**config.mk**
```make
export PLATFORM = sky130hd
export DESIGN_NAME = systolic_skew_feeder
export DESIGN_NICKNAME = d
export VERILOG_FILES = /design/src/rtl/systolic_pkg.sv /design/src/rtl/systolic_skew_feeder.sv
export SDC_FILE = /design/constraint.sdc
export NUM_CORES = 1
export LEC_CHECK = 0
export BUFFER_PORTS_ARGS = -buffer_cell sky130_fd_sc_hd__buf_2
export CORE_UTILIZATION = 47
export DETAILED_ROUTE_END_ITERATION = 8
export PLACE_DENSITY = 0.81
export SLEW_MARGIN = 20
export SYNTH_ARGS = -nofsm -noshare
export SYNTH_HDL_FRONTEND = slang
export SYNTH_SLANG_ARGS = --single-unit
```
**constraint.sdc**
```tcl
create_clock -name clk -period 3.6 [get_ports clk]
set_input_delay 0.54 -clock clk [delete_from_list [all_inputs] [get_ports clk]]
set_output_delay 0.54 -clock clk [all_outputs]
set_load 0.02 [all_outputs]
```
**src/rtl/systolic_pkg.sv**
```systemverilog
// Shared types and helpers for the systolic-array operand feeder.
// Holds the default element width, the feeder FSM state type and a lane-slice helper.
// No ports; imported by systolic_skew_feeder.
package systolic_pkg;

  localparam int DEF_DATA_WIDTH = 8;

  // Upper bounds for the lane-slice helper; any packed bus up to this size works.
  localparam int LANE_BUS_MAX = 1024;
  localparam int LANE_MAX     = 64;

  typedef enum logic [1:0] {
    IDLE  = 2'd0,
    RUN   = 2'd1,
    DRAIN = 2'd2
  } feeder_state_t;

  // Returns lane idx (width bits wide) of a packed bus, right-aligned.
  // Callers zero-extend the bus on the way in and truncate the result on the way out.
  function automatic logic [LANE_MAX-1:0] lane_of(input logic [LANE_BUS_MAX-1:0] bus,
                                                  input int unsigned idx,
                                                  input int unsigned width);
    logic [LANE_BUS_MAX-1:0] shifted;
    shifted = bus >> (idx * width);
    return LANE_MAX'(shifted);
  endfunction

endpackage

```
**src/rtl/systolic_skew_feeder.sv**
```systemverilog
// Drains ARRAY_SIZE row FIFOs into the west edge of a systolic array with a diagonal skew (row i lags row 0 by i cycles).
// Latency: len+ARRAY_SIZE-1 RUN cycles, one DRAIN cycle, then a one-cycle done pulse; a_out trails fifo_read by one cycle.
// Backpressure: any due-but-empty FIFO stalls every lane for that cycle, inserting an all-zero bubble and preserving the skew.
// Ports: clk/reset (sync, active-high); start/len request a run; fifo_empty/fifo_data/fifo_read talk to the row FIFOs;
//        a_out/a_valid feed the array (zero-padded outside each row's window); busy covers RUN and DRAIN; done pulses at the end.
module systolic_skew_feeder
  import systolic_pkg::*;
#(
  parameter int DATA_WIDTH = DEF_DATA_WIDTH,
  parameter int ARRAY_SIZE = 4,
  parameter int MAX_LEN    = 16,
  parameter int LEN_WIDTH  = 5
) (
  input  logic                             clk,
  input  logic                             reset,
  input  logic                             start,
  input  logic [LEN_WIDTH-1:0]             len,
  input  logic [ARRAY_SIZE-1:0]            fifo_empty,
  input  logic [ARRAY_SIZE*DATA_WIDTH-1:0] fifo_data,
  output logic [ARRAY_SIZE-1:0]            fifo_read,
  output logic [ARRAY_SIZE*DATA_WIDTH-1:0] a_out,
  output logic [ARRAY_SIZE-1:0]            a_valid,
  output logic                             busy,
  output logic                             done
);

  // Wide enough for len + ARRAY_SIZE without wrapping.
  localparam int TW = LEN_WIDTH + $clog2(ARRAY_SIZE);

  feeder_state_t         state;
  logic [TW-1:0]         t;
  logic [LEN_WIDTH-1:0]  len_q;
  logic [ARRAY_SIZE-1:0] need;
  logic [ARRAY_SIZE-1:0] a_valid_q;
  logic                  stall;
  logic                  busy_q;
  logic                  done_q;
  logic [TW-1:0]         len_ext;
  logic [TW-1:0]         last_t;

  assign len_ext = TW'(len_q);
  // Final RUN step: the last row's last element is read when t reaches len_q+ARRAY_SIZE-2.
  assign last_t  = len_ext + TW'(ARRAY_SIZE - 2);

  // Per-row read window: row i is due while i <= t < i+len_q.
  for (genvar i = 0; i < ARRAY_SIZE; i++) begin : g_row
    assign need[i] = (state == RUN) && (t >= TW'(i)) && (t < TW'(i) + len_ext);

    // Lanes outside the valid window are forced to zero so the array sees padding.
    assign a_out[i*DATA_WIDTH +: DATA_WIDTH] =
      a_valid_q[i] ? DATA_WIDTH'(lane_of(LANE_BUS_MAX'(fifo_data), i, DATA_WIDTH))
                   : '0;
  end

  // One empty-but-due FIFO freezes all rows; reading the others would skew the wavefront.
  assign stall     = |(need & fifo_empty);
  assign fifo_read = stall ? '0 : need;

  assign a_valid = a_valid_q;
  assign busy    = busy_q;
  assign done    = done_q;

  always_ff @(posedge clk) begin
    if (reset) begin
      state     <= IDLE;
      t         <= '0;
      len_q     <= '0;
      a_valid_q <= '0;
      busy_q    <= 1'b0;
      done_q    <= 1'b0;
    end else begin
      // Matches the FIFO's one-cycle read latency.
      a_valid_q <= fifo_read;
      done_q    <= 1'b0;
      case (state)
        IDLE: begin
          if (start) begin
            if (len != '0) begin
              // Out-of-range lengths are clamped to the FIFO depth.
              len_q  <= (len > LEN_WIDTH'(MAX_LEN)) ? LEN_WIDTH'(MAX_LEN) : len;
              t      <= '0;
              state  <= RUN;
              busy_q <= 1'b1;
            end else begin
              done_q <= 1'b1;
            end
          end
        end
        RUN: begin
          if (!stall) begin
            t <= t + 1'b1;
            if (t == last_t) begin
              state <= DRAIN;
            end
          end
        end
        DRAIN: begin
          state  <= IDLE;
          busy_q <= 1'b0;
          done_q <= 1'b1;
        end
        default: begin
          state  <= IDLE;
          busy_q <= 1'b0;
        end
      endcase
    end
  end

endmodule

```
==> impl_summary.md <==
Outcome
The flow ran to the end, and the final reports show no timing, DRC or antenna violations.

Logic synthesis
The average cell area after synthesis is between 8 and 9 µm². The post-synthesis cell count is 221. The number of synthesized flops with an enable pin is 0. Summing every instance area after synthesis gives 1820 µm². Of all flip-flops after synthesis, the portion carrying an async set or reset was 0%. The dominant synthesized flop cell is dfxtp_1. The synthesized net count is 293. The post-synthesis cell type count is 48. The flop and latch count out of synthesis is 20.

The portion of the post-synthesis area used by sequential elements is 22.0%. During synthesis, Yosys emitted a total of 0 warnings.

Route
The via count is 1824. The final wirelength is 4560 µm. After the first detailed-routing iteration, the DRC count stood at 60.

The detailed-routing wirelength on met1 is 2090 µm. The average wire length per cell after detail routing is 12.9 µm. In the detailed route, the total length drawn on met2 is between 2000 and 2500 µm. The number of optimization iterations in the first detailed-route pass is 4. In the routed design, unresolved DRC markers number 0. The detailed router used layers up to and including met4. The average via count per standard cell is 5.17. The detailed-routed wire length on met3 is 315 µm. The number of antenna-violating nets in the routed design is 0.

STA
The time the final worst path needs with I/O delays and setup is 3360 ps. The highest clock frequency the design can meet is 298 MHz. At the pin with the least slew margin, the transition time is around 560 ps. The final hold slack is approximately 460 ps. Setup repair after global routing left no endpoint under its margin. For the final routed database, the setup TNS stands at 0 ps. The number of failing hold endpoints at the final stage is 0.

The number of pins exceeding their max-slew limit in the final report is 0. Measured against its own limit, the worst slew margin works out to 62.4%. Setup violations remaining at the end of the flow were counted as 0. The post-route clock skew is around 6.2 ps.

The worst path uses between 90 and 100% of the clock period. Across all setup checks in the final design, the least slack found is 244 ps.

Global routing
The first global-routing pass estimated around 7400 µm of wire. Across every metal layer, demand over resource in global routing totals 22.7%. The initial antenna violation count came to 0. The largest net degree at the start of global routing is 19.

The via count of the first global-routing pass came to 1635. The total congestion overflow is 0.

Floorplan
Once the floorplan was initialized, standard cells occupied 49.4% of the core. The overall die height is about 64 µm. The floorplan step defined a die boundary enclosing 4130 µm².

The die boundary width is 64.3 µm. The initialized floorplan defines 22 standard-cell rows. The count of pins on the block boundary is 86. The placeable core area is about 3700 µm².

Critical path
The arrival time at the worst endpoint is about 2800 ps. The launch instance of the worst register-to-register path is len_q[2]. The biggest cell delay along the critical path is about 500 ps. The slowest stage of the critical path belongs to the cell dfxtp_1. Of all nets on the critical path, the largest fanout is 10. For the worst setup path, the data required time is 3060 ps.

By startpoint and endpoint, the worst setup path is classified as register to primary output. STA classifies the critical path endpoint as a primary output. The signal on the critical path passes through ha_1 > nand2_1 > xnor2_1 > ha_1 > a21o_1 > a211oi_1 > nand3_1 > o221a_4 > nand2_2 > nor2_1 > buf_2. The most numerous cell on the critical path is ha_1.

The most critical setup path has its startpoint at len_q[2]. The kind of launch point of the worst setup path is a register.

Place
Routability-driven placement finished with a final weighted congestion of 0.909. Before CTS, the worst setup slack after placement is 389 ps. Detailed placement ended at an HPWL of 3740 µm.

Port buffering added 85 buffers.

Pwr
For this design the static power due to leakage is 1.24 nW. The power per cell area is 263 nW/µm². The peak supply drop is 0.000287 V.

Finish
The number of antenna diodes is 0. The fraction of layout cells with a size suffix above 1 is 34.1%. At the end of the flow, the number of nets in the layout was around 380.

The synthesis-to-layout area growth is 29.7%.

CTS
The clock transition time at the flip-flop clock pins of the worst setup and hold paths is about 70 ps. The clock tree buffer depth is 2. The H-tree depth is 1.

The total number of clock tree sinks is 20. The root buffer cell is clkbuf_8. TritonCTS built the clock tree.

The later-pin clock latency in the skew report is 260 ps. The number of clock buffers inserted by TritonCTS is 3.

Hold path
The worst hold path class is input pin to register. The hold path startpoint is fifo_empty[2].

Run
Across the run, the number of max-cap violations was 0.
## worst max-delay path: cells and delay by family (launching register included)
kind                     cells  cell delay (ps)
buffers and inverters        1              170
adder cells (fa/ha/maj)      2              500
XOR/XNOR                     1              130
AND/OR/NAND/NOR              4              550
AO/OA/AOI/OAI                3              710
flip-flops                   1              500
## power by group
| group | internal [mW] | leakage, nW | switching, mW |
|---|---|---|---|
| clock network | 0.148 | 0.0357 | 0.0726 |
| logic | 0.0701 | 1.04 | 0.0890 |
| registers | 0.230 | 0.163 | 0.0125 |
| total | 0.448 | 1.24 | 0.174 |
## state kept, by name, indices dropped and copies added, names as in the netlist
name	count
a_valid	4
busy	1
done	1
len_q	5
state	2
t	7
## synth_stat cells (2+ instances only)
master     n  area (µm²)
and3_1     4        25.0
dfxtp_1   20         400
nand3_1    7        35.0
or3_1      2        12.5
xor2_1     2        17.5
nand4b_1   3        26.3
clkbuf_1   5        18.8
nand3b_1   4        30.0
nand2_1    7        26.3
or2_2      2        12.5
and2_1    32         200
inv_1     13        48.8
a21oi_1   13        65.1
nand4_1    3        18.8
nand2b_1   3        18.8
ha_1      28         350
nor3b_1    2        15.0
nor2_1    19        71.3
nor4_1     2        12.5
nor3_1     8        40.0
xnor2_1    8        70.1
a21o_1     7        52.6
mux2i_1    2        20.0
## through the flow
step / utilization [%] / cell area (µm²) / total power [mW] / cells
finish: 64.1 / 2360 / 0.622 / 353
global route: 64.1 / 2360 / 0.653 / 353
global placement: 61.9 / 2280 / 0.401 / 349
detailed placement: 61.9 / 2280 / 0.404 / 349
CTS: 63.9 / 2360 / 0.625 / 353
floorplan: - / 1820 / 0.351 / 221
## area by class of cell
class / count / area [µm²]
multi-input combinational: 182 / 1350
fill: 351 / 1330
timing repair buffer: 86 / 433
sequential: 20 / 403
tap: 48 / 60.1
inverter: 13 / 48.8
clock buffer: 3 / 41.3
clock inverter: 1 / 30.0
## cell usage in the layout (no fill, tap or decap), types with 3 or more instances in the layout
cell	instances
nand4b_1	3
ha_1	28
nand2_1	7
a21oi_1	13
inv_1	13
and2_1	32
nand3_1	7
buf_2	85
dfxtp_1	18
nor2_1	19
clkbuf_8	3
nand4_1	3
nand2b_1	3
nand3b_1	4
a21o_1	7
xnor2_1	8
and3_1	4
nor3_1	7
## final timing paths
kind | cells past startpoint | slack [ps] | endpoint
max | 11 | 240 | fifo_read[3]
min | 2 | 460 | a_valid[2]
max reg2reg | 11 | 780 | t[6]
min reg2reg | 2 | 480 | busy
## metal layers
layer	up-vias	track usage (%)
met3	6	3.57
met5	-	0
li1	951	-
met1	808	30.4
met4	0	6.11
met2	59	37.5
## cells by family after synthesis
| logic type | share of synthesized area (%) |
|---|---|
| AND/OR/NAND/NOR | 33.9 |
| flip-flops | 22.0 |
| adder cells (fa/ha/maj) | 19.2 |
| AO/OA/AOI/OAI | 14.7 |
| multiplexers | 1.10 |
| buffers and inverters | 4.33 |
| XOR/XNOR | 4.81 |
## repair_timing
item / 4_1_cts / 5_1_grt
hold buffers: 0 / 0
resized for setup: 0 / 3
endpoints found under the setup margin: 0 / 3
buffers inserted: 0 / 0
Note: power is estimated with default switching activity, not from simulation.
